--- config.mk ---
export PLATFORM = sky130hd
export DESIGN_NAME = seq_run_ctrl
export DESIGN_NICKNAME = d
export VERILOG_FILES = /design/src/rtl/seq_pkg.sv /design/src/rtl/rr_arbiter.sv /design/src/rtl/seq_run_ctrl.sv
export SDC_FILE = /design/constraint.sdc
export NUM_CORES = 1
export LEC_CHECK = 0
export CAP_MARGIN = 20
export CORE_AREA = 2 2 44 46
export DETAILED_ROUTE_END_ITERATION = 8
export DIE_AREA = 0 0 46 48
export PLACE_DENSITY_LB_ADDON = 0.05
export SETUP_SLACK_MARGIN = 0.15
export SYNTH_ARGS = -nofsm -noshare
export SYNTH_HDL_FRONTEND = slang
export SYNTH_SLANG_ARGS = --single-unit
--- constraint.sdc ---
create_clock -name clk -period 2.7 [get_ports clk]
set_clock_uncertainty 0.1 [all_clocks]
set_input_delay 0.54 -clock clk [delete_from_list [all_inputs] [get_ports clk]]
set_output_delay 0.54 -clock clk [all_outputs]
set_load 0.01 [all_outputs]
--- src/rtl/seq_pkg.sv ---
// Shared types for the sweep sequencer run controller.
package seq_pkg;

    localparam int NSTATES = 8;

    typedef enum logic [2:0] {
        STATE1 = 3'd0,
        STATE2 = 3'd1,
        STATE3 = 3'd2,
        STATE4 = 3'd3,
        STATE5 = 3'd4,
        STATE6 = 3'd5,
        STATE7 = 3'd6,
        STATE8 = 3'd7
    } state_e;

    typedef enum logic [1:0] {
        IDLE = 2'd0,
        RUN  = 2'd1,
        DONE = 2'd2
    } ctrl_e;

    // STATE8 wraps to STATE1.
    function automatic state_e next_state(input state_e s);
        logic [2:0] t;
        t = s + 3'd1;
        return state_e'(t);
    endfunction

endpackage

--- src/rtl/rr_arbiter.sv ---
// Combinational round-robin arbiter: first requester at or above ptr, with wrap.
module rr_arbiter #(
    parameter int NREQ = 2,
    localparam int IDW = $clog2(NREQ)
) (
    input  logic [NREQ-1:0] req,
    input  logic [IDW-1:0]  ptr,
    output logic [NREQ-1:0] win,
    output logic [IDW-1:0]  win_id
);

    int   idx;
    logic found;

    always_comb begin
        win    = '0;
        win_id = '0;
        found  = 1'b0;
        idx    = 0;
        for (int i = 0; i < NREQ; i++) begin
            idx = int'(ptr) + i;
            if (idx >= NREQ) begin
                idx = idx - NREQ;
            end
            if (!found && req[idx]) begin
                found    = 1'b1;
                win[idx] = 1'b1;
                win_id   = IDW'(idx);
            end
        end
    end

endmodule

--- src/rtl/seq_run_ctrl.sv ---
// Shares the 8-state sweep sequencer between NREQ requesters, one windowed sweep at a time.
module seq_run_ctrl
    import seq_pkg::*;
#(
    parameter int NREQ    = 2,
    parameter int STATE_W = 3,
    localparam int IDW    = $clog2(NREQ)
) (
    input  logic                    clk,
    input  logic                    reset,
    input  logic [NREQ-1:0]         req,
    input  logic [NREQ*STATE_W-1:0] req_first,
    input  logic [NREQ*STATE_W-1:0] req_last,
    input  logic                    hold,
    input  logic                    abort,
    output logic [NREQ-1:0]         gnt,
    output logic                    busy,
    output state_e                  state,
    output logic                    done,
    output logic [IDW-1:0]          done_id,
    output logic                    aborted
);

    ctrl_e           ctrl_q, ctrl_d;
    state_e          state_q, state_d;
    state_e          last_q, last_d;
    logic [NREQ-1:0] gnt_q, gnt_d;
    logic [IDW-1:0]  wid_q, wid_d;
    logic [IDW-1:0]  rr_ptr_q, rr_ptr_d;
    logic [IDW-1:0]  done_id_q, done_id_d;
    logic            aborted_q, aborted_d;

    logic [NREQ-1:0] win;
    logic [IDW-1:0]  win_id;
    state_e          first_sel, last_sel;
    logic [IDW-1:0]  ptr_inc;
    logic            finish, finish_abort;

    rr_arbiter #(
        .NREQ (NREQ)
    ) u_arb (
        .req    (req),
        .ptr    (rr_ptr_q),
        .win    (win),
        .win_id (win_id)
    );

    assign first_sel = state_e'(req_first[int'(win_id)*STATE_W +: STATE_W]);
    assign last_sel  = state_e'(req_last[int'(win_id)*STATE_W +: STATE_W]);
    assign ptr_inc   = (wid_q == IDW'(NREQ - 1)) ? '0 : wid_q + 1'b1;

    always_comb begin
        ctrl_d       = ctrl_q;
        state_d      = state_q;
        last_d       = last_q;
        gnt_d        = gnt_q;
        wid_d        = wid_q;
        rr_ptr_d     = rr_ptr_q;
        done_id_d    = done_id_q;
        aborted_d    = aborted_q;
        finish       = 1'b0;
        finish_abort = 1'b0;

        unique case (ctrl_q)
            IDLE: begin
                if (|req) begin
                    ctrl_d  = RUN;
                    gnt_d   = win;
                    state_d = first_sel;
                    last_d  = last_sel;
                    wid_d   = win_id;
                end
            end
            RUN: begin
                if (abort) begin
                    finish       = 1'b1;
                    finish_abort = 1'b1;
                end else if (hold) begin
                    state_d = state_q;
                end else if (state_q == last_q) begin
                    finish = 1'b1;
                end else begin
                    state_d = next_state(state_q);
                end
            end
            DONE: begin
                ctrl_d    = IDLE;
                aborted_d = 1'b0;
            end
            default: begin
                ctrl_d = IDLE;
            end
        endcase

        // Ending a sweep drops the grant and hands priority to the next requester.
        if (finish) begin
            ctrl_d    = DONE;
            gnt_d     = '0;
            done_id_d = wid_q;
            aborted_d = finish_abort;
            rr_ptr_d  = ptr_inc;
        end
    end

    always_ff @(posedge clk or posedge reset) begin
        if (reset) begin
            ctrl_q    <= IDLE;
            state_q   <= STATE1;
            last_q    <= STATE1;
            gnt_q     <= '0;
            wid_q     <= '0;
            rr_ptr_q  <= '0;
            done_id_q <= '0;
            aborted_q <= 1'b0;
        end else begin
            ctrl_q    <= ctrl_d;
            state_q   <= state_d;
            last_q    <= last_d;
            gnt_q     <= gnt_d;
            wid_q     <= wid_d;
            rr_ptr_q  <= rr_ptr_d;
            done_id_q <= done_id_d;
            aborted_q <= aborted_d;
        end
    end

    assign gnt     = gnt_q;
    assign busy    = (ctrl_q == RUN);
    assign done    = (ctrl_q == DONE);
    assign state   = state_q;
    assign done_id = done_id_q;
    assign aborted = aborted_q;

endmodule

; ---- After elaboration in Yosys (flattened, before gate mapping)
; Index checks and enable logic that the tools add are counted.
[op_classes]
n_shift = 2
n_bitwise = 1
mux = 37
magnitude_cmp = 6
n_addsub = 5
n_reduce_logical = 14
n_eq_ne = 9
n_mul = 1
[ops]
columns = operator, n
row1 = $ge 32x1->1 const B, 2
row2 = $lt 32x3->1 const B, 2
row3 = $mux 32, 2
row4 = $ge 32x3->1 const B, 1
row5 = $shiftx 6x32->3, 1
row6 = $sub 32x3->32 const B, 1
row7 = $mux 1, 20
row8 = $mux 2, 7
row9 = $mux 3, 4
row10 = $ne 2x2->1 const B, 4
row11 = $reduce_bool 2->1, 4
row12 = $pmux 3 s2, 1
row13 = $reduce_and 2->1, 3
row14 = $shiftx 6x4->3, 1
row15 = $reduce_and 5->1, 1
row16 = $pmux 2 s2, 1
row17 = $add 3x1->3 const B, 1
row18 = $eq 3x3->1, 1
row19 = $logic_and 1x1->1, 3
row20 = $mul 1x2->3 const B, 1
row21 = $ne 3x3->1 const B, 1
row22 = $sub 1x2->3 const B, 1
row23 = $add 1x1->2 const B, 1
row24 = $demux 1 s1, 2
row25 = other kinds (9), 9
[totals]
output_inout_bits = 9
input_bits = 18
ff_bits = 14
word_cells = 83

; ---- Logic depth before layout (Yosys ltp)
[depth]
ltp_word = 13
mapped_depth = 5
depth_no_buf = 5

; ---- Hierarchy
; From an unflattened synthesis, not the netlist that was laid out.
[unflattened]
hier_cells = 73
hier_area_um2 = 775.7
[modules_own_cells]
columns = module, cells_per_inst, area_each_um2, seq_area_each_um2, n_inst
row1 = seq_run_ctrl, 69, 745.7, 350.3, 1
row2 = rr_arbiter, 4, 30.0, 0.0, 1

; ---- Worst setup path before layout
; Ideal clock, no wire load.
[synth_path]
path_type = reg2reg
start = reg state_q[1], in the netlist state[1]
end = reg done_id_q, in the netlist done_id
path_buffers = 0
arrival_ps = 1415
required_time_ps = 2475
period_less_slack_ps = 1640
stages_incl_launch_ff = 6
path_slack_ps = 1060
setup_ps = 125
cell_sequence = dfrtp_1 -> xor2_1 -> nor4_2 -> o21ai_2 -> inv_2 -> mux2_4
[synth_between]
elab_chain_len = 5
[synth_lines]
columns = element, line_no
row1 = start: declaration, seq_run_ctrl.sv:25  ; state_e state_q, state_d;
row2 = start signal: assignment, seq_run_ctrl.sv:117  ; state_q <= state_d;
row3 = $eq 3x3->1, seq_run_ctrl.sv:80  ; end else if (state_q == last_q) begin
row4 = $mux 1, seq_run_ctrl.sv:80
row5 = $mux 1, seq_run_ctrl.sv:78  ; end else if (hold) begin
row6 = $mux 1, seq_run_ctrl.sv:75  ; if (abort) begin
row7 = $mux 1, seq_run_ctrl.sv:64  ; unique case (ctrl_q)
row8 = end signal: assignment, seq_run_ctrl.sv:122  ; done_id_q <= done_id_d;
row9 = end: declaration, seq_run_ctrl.sv:30  ; logic [IDW-1:0] done_id_q, done_id_d;
; No other way between the ends.
; A chain may end at the register's enable or synchronous reset.

; ---- Worst setup path in the final report
[layout_path]
start = reg ctrl_q[1]
end = out busy
[layout_between]
elab_chain_len = 1
[layout_lines]
columns = element, line_no
row1 = start: declaration, seq_run_ctrl.sv:24  ; ctrl_e ctrl_q, ctrl_d;
row2 = start signal: assignment, seq_run_ctrl.sv:116  ; ctrl_q <= ctrl_d;
row3 = $eq 2x1->1, seq_run_ctrl.sv:128  ; assign busy = (ctrl_q == RUN);
row4 = end: declaration, seq_run_ctrl.sv:17  ; output logic busy,
; No other way between the ends.

==> flow_metrics.tcl <==
set metrics [dict create \
    power_w 0.00118 \
    async_flop_share_pct 100 \
    cts_buffers 3 \
    ctsResizeCount 0 \
    avgSynthCellArea_um2 10.2 \
    die_y_um 48 \
    synth_area_leaders "dfrtp_1 46%, mux2i_1 10%, nand2_1 3.9%" \
    synthesis.nets 94 \
    p_switching_w 0.000468 \
    globalplace.congestion 0.788 \
    post-synth-top-area-cell "dfrtp_1" \
    fillCellCount 146 \
    io_buffers 26 \
    avgRoutedWirePerCell_um 13.1 \
    max_slew.worst_pin.slew_ns 0.530 \
    seqPwrFrac_pct 34.9 \
    cts_buffer_depth 2 \
    antenna_found_initial 0 \
    dieArea_um2 2210 \
    critPathSlowestCell "clkdlybuf4s50_1" \
    switching_share_pct 39.8 \
    ys_ff_latch 14 \
    min_from "wid_q" \
    hold_path.class "flip-flop to flip-flop" \
    multi_input_area_um2 377 \
    clkPwrFrac_pct 12.8 \
    setup_tns_ns 0 \
    drive_gt1_share_pct 13.5 \
    netlist_instances 75 \
    num_vias 650 \
    reg2reg_slack_ns 0.92 \
    startpoint_type "flip-flop" \
    p_leak_nw 0.497 \
    synth_edf_count 0 \
    end_kind "output pin" \
    postLayoutCoreUtil_pct 63.9 \
    core_um2 1690 \
    track_usage_pct 16.4 \
    rows 15 \
    synthTopCellsByCount "14 x dfrtp_1, 8 x mux2i_1, 8 x nand2_1" \
    num_io_pins 27 \
    grt_max_degree 15 \
    hold_path_depth 1 \
    hold_viol_final 0 \
    p_int_w 0.000709 \
    fin_crit_ns 2.23 \
    whs_endpoint "rr_ptr_q" \
    grt-ovfl-total 0 \
    yosysMostFrequentCell "dfrtp_1" \
    rsz0062_at_grt "no" \
    nets 124 \
    netlist.area_leader.share_pct 45.7 \
    outcome "complete, no violations" \
    drcViolationCount 0 \
    synth_area_um2 767 \
    combPwrFrac_pct 52.3 \
    vdd_drop_max_v 0.000609 \
    maxCapViolCount 0 \
    fmax_mhz 449 \
    placed_cell_area_um2 1040 \
    synth_top_flop_cell "dfrtp_1" \
    synth-seq-area-share_pct 45.7 \
    root_buffer "clkbuf_4" \
    fin_crit_sh_pct 82.6 \
    routed_wl_um 1580 \
    start_util_pct 45.4 \
    reg2reg_to "done_id" \
    firstDrtPassIters 4 \
    first_global_vias 576 \
    postCtsSetupRepairBufs 0 \
    power_density_nw_per_um2 1090 \
    insertion_delay_ns 0.28 \
    r2r-start "state[0]" \
    tritoncts "built" \
    n_antenna_cell 0 \
    drt-initial-drc-count 6 \
    slew_headroom_pct 64.6 \
    register_area_um2 350 \
    via_per_inst 5.37 \
    whs_ns 0.391 \
    drv_slew 0 \
    crit_fanout 7 \
    reg2reg_depth 5 \
    setup.worst_path.class "flip-flop to output pin" \
    worst_ep_arrival_time_ns 1.59 \
    die_x_um 46 \
    setup_viol 0 \
    clk_pin_slew_worst_paths_ns 0.09 \
    crit_path_cell_trace "nand2b_2, clkinv_4, clkdlybuf4s50_1" \
    path_buf_inv 2 \
    cpPeakStageDelay_ns 0.53 \
    cts_hold_buffers 0 \
    cts.htree.levels 1 \
    crit_family "buffers and inverters" \
    hpwl_um 1200 \
    cts_sinks 14 \
    required_ns 2.06 \
    ant_nets 0 \
    synth_warnings 0 \
    final_cell_area_um2 1080 \
    syn_to_final_growth_pct 40.8 \
    grt_pass1_wl_um 2500 \
    synth_cell_types 30 \
]
==> power by group through the flow <==
stage	clock [W]	combinational, W	sequential (W)
2_1_floorplan	0	0.000377	0.000421
3_5_place_dp	0	0.000617	0.000417
6_report	0.000151	0.000615	0.000411
3_3_place_gp	0	0.000606	0.000414
4_1_cts	0.000157	0.000620	0.000412
5_1_grt	0.000166	0.000676	0.000423
==> logic make-up after synthesis <==
| family | Yosys count | synth area share [%] |
|---|---|---|
| multiplexers | 9 | 12.4 |
| flip-flops | 14 | 45.7 |
| AND/OR/NAND/NOR | 23 | 15.7 |
| buffers and inverters | 9 | 5.22 |
| AO/OA/AOI/OAI | 16 | 16.0 |
| adder cells (fa/ha/maj) | 1 | 1.63 |
| XOR/XNOR | 3 | 3.43 |
==> how the worst max path moves through the flow <==
stage	cells after the start	end	start
2_1_floorplan	5	done_id	state[1]
3_3_place_gp	5	done_id	hold
3_5_place_dp	5	done_id	hold
4_1_cts	3	busy	ctrl_q[1]
5_1_grt	3	busy	ctrl_q[1]
6_report	3	busy	ctrl_q[1]
==> metrics by stage <==
| stage | setup WS, ns | instances |
|---|---|---|
| after floorplan | 1.06 | 75 |
| after global placement | 0.512 | 117 |
| after detailed placement | 0.519 | 117 |
| after CTS | 0.459 | 121 |
| after global routing | 0.411 | 121 |
| final | 0.471 | 121 |
==> per-layer routing <==
| metal | track usage [%] | vias to the layer above | wire (um) |
|---|---|---|---|
| met5 | 0 | - | 0 |
| met4 | 5.14 | 0 | 12 |
| met3 | 5.66 | 2 | 85 |
| met2 | 25.8 | 18 | 709 |
| met1 | 21.2 | 304 | 775 |
| li1 | - | 326 | - |
==> layout by cell type (no fill, tap or decap), types with 2 or more instances in the layout <==
master	n
clkdlybuf4s50_1	26
dfrtp_1	14
nand2_1	8
mux2i_1	8
inv_1	6
nor2_1	4
xor2_1	3
o21ai_0	3
o221ai_1	3
clkbuf_4	3
o21ai_2	2
nor2b_1	2
nor3_1	2
or3_1	2
==> registers in the layout, indices dropped and copies added, names as in the netlist <==
name / count
last_q: 3
state: 3
ctrl_q: 2
gnt: 2
aborted: 1
done_id: 1
rr_ptr_q: 1
wid_q: 1
==> cell type report <==
cell class                      count  share of cell area [%]
Sequential cell                    14                    32.4
Inverter                            8                    3.24
Timing Repair Buffer               26                    24.1
Tap cell                           17                    1.97
Clock buffer                        4                    3.36
Multi-Input combinational cell     52                    34.9
Note: power is estimated with default switching activity, not from simulation.
